File: src/rtl/puf_eval_sequencer.sv
// puf_eval_sequencer
//
// Drives a PUF through a sweep of consecutive challenges. Each challenge is
// evaluated NUM_EVALS times (reset -> enable/wait for done -> cool down), the
// eight response bits are majority-voted, and one voted response per
// challenge is handed to the host over a valid/ready handshake.
//
// Ports:
//   clk, reset          system clock, asynchronous active-low reset
//   start               begin a sweep (sampled in IDLE only)
//   base_challenge      first challenge of the sweep
//   num_challenges      sweep length, 0 means 256
//   busy                high while a sweep is in progress
//   puf_enable          PUF enable
//   puf_challenge       PUF challenge (holds last value when idle)
//   puf_reset           PUF reset, active-high
//   puf_done            PUF done, asynchronous to clk
//   puf_response        PUF response, stable while puf_done is high
//   resp_valid          voted response available
//   resp_ready          host accepts the response
//   resp_data           majority-voted response
//   resp_challenge      challenge that produced resp_data
//   resp_unstable       some bit was not unanimous across evaluations
//   run_done            one-cycle pulse when the sweep completes or aborts
//   timeout_err         sticky timeout flag, cleared by the next accepted start
//
// RST_CYCLES, COOL_CYCLES and TIMEOUT are assumed to be at least 1;
// NUM_EVALS is assumed odd and at least 1.

module puf_eval_sequencer #(
    parameter int unsigned NUM_EVALS   = 5,
    parameter int unsigned RST_CYCLES  = 4,
    parameter int unsigned COOL_CYCLES = 8,
    parameter int unsigned TIMEOUT     = 4096
) (
    input  logic       clk,
    input  logic       reset,
    input  logic       start,
    input  logic [7:0] base_challenge,
    input  logic [7:0] num_challenges,
    output logic       busy,
    output logic       puf_enable,
    output logic [7:0] puf_challenge,
    output logic       puf_reset,
    input  logic       puf_done,
    input  logic [7:0] puf_response,
    output logic       resp_valid,
    input  logic       resp_ready,
    output logic [7:0] resp_data,
    output logic [7:0] resp_challenge,
    output logic       resp_unstable,
    output logic       run_done,
    output logic       timeout_err
);

    localparam int unsigned VcW     = $clog2(NUM_EVALS + 1);
    localparam int unsigned CntMax0 = (RST_CYCLES > COOL_CYCLES) ? RST_CYCLES : COOL_CYCLES;
    localparam int unsigned CntMax  = (TIMEOUT > CntMax0) ? TIMEOUT : CntMax0;
    localparam int unsigned CntW    = $clog2(CntMax + 1);

    localparam logic [CntW-1:0] RstLast     = CntW'(RST_CYCLES - 1);
    localparam logic [CntW-1:0] CoolLast    = CntW'(COOL_CYCLES - 1);
    localparam logic [CntW-1:0] TimeoutLast = CntW'(TIMEOUT - 1);
    localparam logic [VcW-1:0]  EvalsLast   = VcW'(NUM_EVALS - 1);
    localparam logic [VcW-1:0]  VcAll       = VcW'(NUM_EVALS);
    localparam logic [VcW-1:0]  VcHalf      = VcW'(NUM_EVALS / 2);

    typedef enum logic [2:0] {
        StIdle,
        StArm,
        StEval,
        StCool,
        StDecide,
        StOutput
    } state_e;

    state_e            state_q, state_d;
    logic [CntW-1:0]   cnt_q, cnt_d;
    logic [VcW-1:0]    eval_idx_q, eval_idx_d;
    logic [VcW-1:0]    vc_q [8];
    logic [VcW-1:0]    vc_d [8];
    logic [7:0]        cur_chal_q, cur_chal_d;
    logic [8:0]        remaining_q, remaining_d;
    logic              timeout_err_q, timeout_err_d;
    logic              run_done_q, run_done_d;
    logic [7:0]        resp_data_q, resp_data_d;
    logic [7:0]        resp_chal_q, resp_chal_d;
    logic              resp_unstable_q, resp_unstable_d;
    logic [7:0]        puf_chal_q;
    logic              busy_q, puf_enable_q, puf_reset_q, resp_valid_q;
    logic              done_meta_q, done_s_q;

    // Two-flop synchronizer for the asynchronous PUF done signal.
    always_ff @(posedge clk or negedge reset) begin
        if (!reset) begin
            done_meta_q <= 1'b0;
            done_s_q    <= 1'b0;
        end else begin
            done_meta_q <= puf_done;
            done_s_q    <= done_meta_q;
        end
    end

    always_comb begin
        state_d         = state_q;
        cnt_d           = cnt_q;
        eval_idx_d      = eval_idx_q;
        vc_d            = vc_q;
        cur_chal_d      = cur_chal_q;
        remaining_d     = remaining_q;
        timeout_err_d   = timeout_err_q;
        run_done_d      = 1'b0;
        resp_data_d     = resp_data_q;
        resp_chal_d     = resp_chal_q;
        resp_unstable_d = resp_unstable_q;

        unique case (state_q)
            StIdle: begin
                if (start) begin
                    cur_chal_d    = base_challenge;
                    remaining_d   = (num_challenges == 8'd0) ? 9'd256 : {1'b0, num_challenges};
                    timeout_err_d = 1'b0;
                    for (int i = 0; i < 8; i++) vc_d[i] = '0;
                    eval_idx_d    = '0;
                    cnt_d         = '0;
                    state_d       = StArm;
                end
            end

            StArm: begin
                if (cnt_q == RstLast) begin
                    cnt_d   = '0;
                    state_d = StEval;
                end else begin
                    cnt_d = cnt_q + CntW'(1);
                end
            end

            StEval: begin
                if (done_s_q) begin
                    for (int i = 0; i < 8; i++) vc_d[i] = vc_q[i] + VcW'(puf_response[i]);
                    cnt_d   = '0;
                    state_d = StCool;
                end else if (cnt_q == TimeoutLast) begin
                    // Abandon the whole sweep; this challenge produces no response.
                    timeout_err_d = 1'b1;
                    run_done_d    = 1'b1;
                    cnt_d         = '0;
                    state_d       = StIdle;
                end else begin
                    cnt_d = cnt_q + CntW'(1);
                end
            end

            StCool: begin
                if (cnt_q == CoolLast) begin
                    cnt_d      = '0;
                    eval_idx_d = eval_idx_q + VcW'(1);
                    state_d    = (eval_idx_q == EvalsLast) ? StDecide : StArm;
                end else begin
                    cnt_d = cnt_q + CntW'(1);
                end
            end

            StDecide: begin
                resp_unstable_d = 1'b0;
                for (int i = 0; i < 8; i++) begin
                    resp_data_d[i] = (vc_q[i] > VcHalf);
                    if (vc_q[i] != '0 && vc_q[i] != VcAll) resp_unstable_d = 1'b1;
                end
                resp_chal_d = cur_chal_q;
                state_d     = StOutput;
            end

            StOutput: begin
                // resp_valid is high for the whole of this state, so ready alone
                // marks the transfer cycle.
                if (resp_ready) begin
                    remaining_d = remaining_q - 9'd1;
                    cur_chal_d  = cur_chal_q + 8'd1;
                    for (int i = 0; i < 8; i++) vc_d[i] = '0;
                    eval_idx_d  = '0;
                    cnt_d       = '0;
                    if (remaining_q == 9'd1) begin
                        run_done_d = 1'b1;
                        state_d    = StIdle;
                    end else begin
                        state_d = StArm;
                    end
                end
            end

            default: state_d = StIdle;
        endcase
    end

    // Outputs are registered from the next state so they change cleanly with
    // the state and carry no decode glitches to the PUF.
    always_ff @(posedge clk or negedge reset) begin
        if (!reset) begin
            state_q         <= StIdle;
            cnt_q           <= '0;
            eval_idx_q      <= '0;
            vc_q            <= '{default: '0};
            cur_chal_q      <= '0;
            remaining_q     <= '0;
            timeout_err_q   <= 1'b0;
            run_done_q      <= 1'b0;
            resp_data_q     <= '0;
            resp_chal_q     <= '0;
            resp_unstable_q <= 1'b0;
            puf_chal_q      <= '0;
            busy_q          <= 1'b0;
            puf_enable_q    <= 1'b0;
            puf_reset_q     <= 1'b0;
            resp_valid_q    <= 1'b0;
        end else begin
            state_q         <= state_d;
            cnt_q           <= cnt_d;
            eval_idx_q      <= eval_idx_d;
            vc_q            <= vc_d;
            cur_chal_q      <= cur_chal_d;
            remaining_q     <= remaining_d;
            timeout_err_q   <= timeout_err_d;
            run_done_q      <= run_done_d;
            resp_data_q     <= resp_data_d;
            resp_chal_q     <= resp_chal_d;
            resp_unstable_q <= resp_unstable_d;
            busy_q          <= (state_d != StIdle);
            puf_enable_q    <= (state_d == StEval);
            puf_reset_q     <= (state_d == StArm);
            resp_valid_q    <= (state_d == StOutput);
            if (state_d == StArm) puf_chal_q <= cur_chal_d;
        end
    end

    assign busy           = busy_q;
    assign puf_enable     = puf_enable_q;
    assign puf_challenge  = puf_chal_q;
    assign puf_reset      = puf_reset_q;
    assign resp_valid     = resp_valid_q;
    assign resp_data      = resp_data_q;
    assign resp_challenge = resp_chal_q;
    assign resp_unstable  = resp_unstable_q;
    assign run_done       = run_done_q;
    assign timeout_err    = timeout_err_q;

endmodule

File: config.mk
export PLATFORM = sky130hd
export DESIGN_NAME = puf_eval_sequencer
export DESIGN_NICKNAME = d
export VERILOG_FILES = /design/src/rtl/puf_eval_sequencer.sv
export SDC_FILE = /design/constraint.sdc
export NUM_CORES = 1
export LEC_CHECK = 0
export BUFFER_PORTS_ARGS = -buffer_cell sky130_fd_sc_hd__buf_4
export CAP_MARGIN = 20
export CORE_UTILIZATION = 60
export DETAILED_ROUTE_END_ITERATION = 8
export GPL_TIMING_DRIVEN = 1
export PLACE_DENSITY = 0.86
export REMOVE_ABC_BUFFERS = 1
export SKIP_LAST_GASP = 1
export SYNTH_ARGS = -nofsm -noshare
export SYNTH_HDL_FRONTEND = slang
export SYNTH_SLANG_ARGS = --single-unit
File: constraint.sdc
create_clock -name clk -period 6.7 [get_ports clk]
set_input_delay 1.34 -clock clk [delete_from_list [all_inputs] [get_ports clk]]
set_output_delay 1.34 -clock clk [all_outputs]
set_load 0.05 [all_outputs]
==> metrics.cfg <==
[critical_path]
cpPeakStageDelay_ns = 0.81
critPathArrivalTime_ns = 3.46
setup.worst_path.start_class = register
slowest_stage = nor3b_2
critical_path.cell_chain = inv_1, nand3_1, nor2_1, a211o_1, nor3b_2, mux2_4
cp.buffers_inverters = 1
crit_family = simple AND/OR/NAND/NOR gates
cp.depth = 6
end_kind = register
cp.required_ns = 6.95
cp_max_fo = 28
rr_worst_depth = 6
worst-setup-path-type = reg -> reg

[job]
max_cap_violations = 0

[placement]
port_buffers = 59
gp_routability_congestion = 0.831
dp_slack_ns = 3.16
hpwlAfterDp_um = 7080

[timing]
setup_slack_ns = 3.49
setup_viol = 0
hold_viol = 0
period_minus_slack_ns = 3.21
worst_slew_pin_slew_ns = 1.08
drv_slew = 0
rsz0062_at_grt = false
final.setup.tns_ns = 0
maxSlewHeadroom_pct = 28.1
finClkSkew_ns = 0.0121
fin_hold_ws_ns = 0.371
max_freq_mhz = 312
fin_crit_sh_pct = 47.9

[clock_network]
post-cts-setup-buffer-count = 0
cts_tree = done
clock_latency_ns = 0.37
cts_buffers = 9
hold_buffers = 0
cts_buffer_depth = 2
cts_root_buffer = clkbuf_8
cts_sinks = 93
cts_resized = 0
htreeDepth = 3
clk_pin_slew_worst_paths_ns = 0.08

[detailed_routing]
initialDrtViolationCount = 197
dr_wl_met2_um = 4920
detail_route.wl_per_cell_um = 16.0
dr.pass1.iters = 4
ant_nets = 0
wl_met1_um = 4490
dr.max_layer_used = met4
wl_um = 10200
vias = 3734
via_per_inst = 5.87
wl_met3_um = 485
drc = 0

[run_status]
status = finished clean

[synthesis]
ys_seq_area_share_pct = 49.7
ys_async_sr_fraction_pct = 100
synth_edf_count = 0
syn_area_um2 = 4690
syn-mean-instance-area_um2 = 9.82
yosys_warnings = 0
synth_ff_type = dfrtp_1
netlist-cell-type-count = 52
yosys_register_bits = 93
netlist_instances = 477

[worst_hold_path]
hold_depth = 0
hp-class = reg -> reg

[floorplanning]
fp-row-count = 31
initial_core_util_pct = 63.2
die_area_um2 = 8170
die_w_um = 90.4
core_area_um2 = 7410
io_pins = 60
chipHeight_um = 90.4

[grt]
grt_max_degree = 51
grt-ovfl-total = 0
grt_pass1_vias = 3666
grt_util_all_layers_pct = 27.1
antenna_found_initial = 0
grt_pass1_wl_um = 17500

[pwr]
clkPwrFrac_pct = 18.5
comb_power_share_pct = 40.4
p_leak_nw = 2.63
swShare_pct = 41.8
p_int_w = 0.00119
switching_power_w = 0.000853
p_per_area_nw_per_um2 = 376
seq_power_share_pct = 41.0
worst_ir_drop_vdd_mv = 0.288

[layout]
mostFrequentLayoutCells = dfrtp_1 (93), nand2_1 (65), buf_4 (64)
fin_nets = 583
area_growth_pct = 15.7
n_antenna_cell = 0
drive_gt1_share_pct = 20.3
final_common_cell = dfrtp_1

-- through the flow --
stage | instances | power (W) | utilization [%] | cell area, um2
floorplan | 456 | 0.00140 | - | 4590
global placement | 618 | 0.00162 | 70.2 | 5200
detailed placement | 618 | 0.00166 | 70.2 | 5200
CTS | 634 | 0.00204 | 72.9 | 5400
global route | 636 | 0.00216 | 73.2 | 5420
finish | 636 | 0.00204 | 73.2 | 5420
-- final timing paths --
| path | from | to | slack (ns) |
|---|---|---|---|
| setup reg to reg | state_q[1] | puf_challenge[2] | 3.49 |
| max in group asynchronous | reset | cnt_q[12] | 4.71 |
| min in group asynchronous | reset | resp_data[7] | 0.94 |
| hold reg to reg | done_meta_q | done_s_q | 0.37 |
| setup / recovery | state_q[1] | puf_challenge[2] | 3.49 |
| hold / removal | done_meta_q | done_s_q | 0.37 |
-- layer usage --
layer  vias up  GRT usage (%)
li1       1780              -
met1      1795           36.1
met2       130           42.9
met3        29           6.06
met4         0           11.3
met5         -              0
-- synth_stat cells, types with 2 or more instances --
cell type	instances	area, um2
a22o_1	3	26.3
a22oi_1	2	15.0
nand3_1	22	110
o22ai_1	2	12.5
o31ai_1	2	15.0
a221o_1	4	40.0
nand2_1	65	244
mux2_4	8	120
buf_2	6	30.0
o311ai_0	3	26.3
o21ai_0	22	110
nand2b_1	4	25.0
dfrtp_1	93	2330
inv_1	12	45.0
nand4_1	7	43.8
a31oi_1	3	18.8
nor2_1	59	221
nor4_1	10	62.6
nor3_1	10	50.1
xor2_1	11	96.3
a21oi_1	35	175
clkbuf_1	14	52.6
or4_1	3	22.5
ha_1	22	275
mux2_2	9	101
mux2i_1	3	30.0
or3_1	2	12.5
a32oi_1	2	17.5
xnor2_1	16	140
-- power by group through the flow --
stage	clock network, W	logic (W)	registers [W]
after floorplan	0	0.000422	0.000979
after global placement	0	0.000785	0.000837
after detailed placement	0	0.000818	0.000844
after CTS	0.000385	0.000826	0.000834
after global routing	0.000413	0.000891	0.000859
final	0.000378	0.000825	0.000837
-- state kept, by name, summed over array words and instances (netlist names) --
signal / flops
state_q: 3
resp_valid: 1
resp_challenge: 8
cnt_q: 13
puf_reset: 1
puf_challenge: 8
resp_data: 8
puf_enable: 1
done_meta_q: 1
eval_idx_q: 3
run_done: 1
done_s_q: 1
cur_chal_q: 8
vc_q: 24
resp_unstable: 1
remaining_q: 9
timeout_err: 1
busy: 1
-- cells by family after synthesis --
group / count (synthesis) / synth area share, %
mux: 20 / 5.37
buf+inv: 33 / 2.96
flops: 93 / 49.7
fa+ha+maj: 22 / 5.87
xor+xnor: 27 / 5.05
compound gates: 85 / 11.2
simple gates: 197 / 19.9
-- final cells by class --
cell class | count | area, um2
Clock buffer | 9 | 124
Clock inverter | 7 | 72.6
Fill cell | 536 | 1990
Inverter | 12 | 45.0
Multi-Input combinational cell | 351 | 2230
Sequential cell | 93 | 2330
Tap cell | 99 | 124
Timing Repair Buffer | 65 | 495
(Power assumes the default switching activity.)
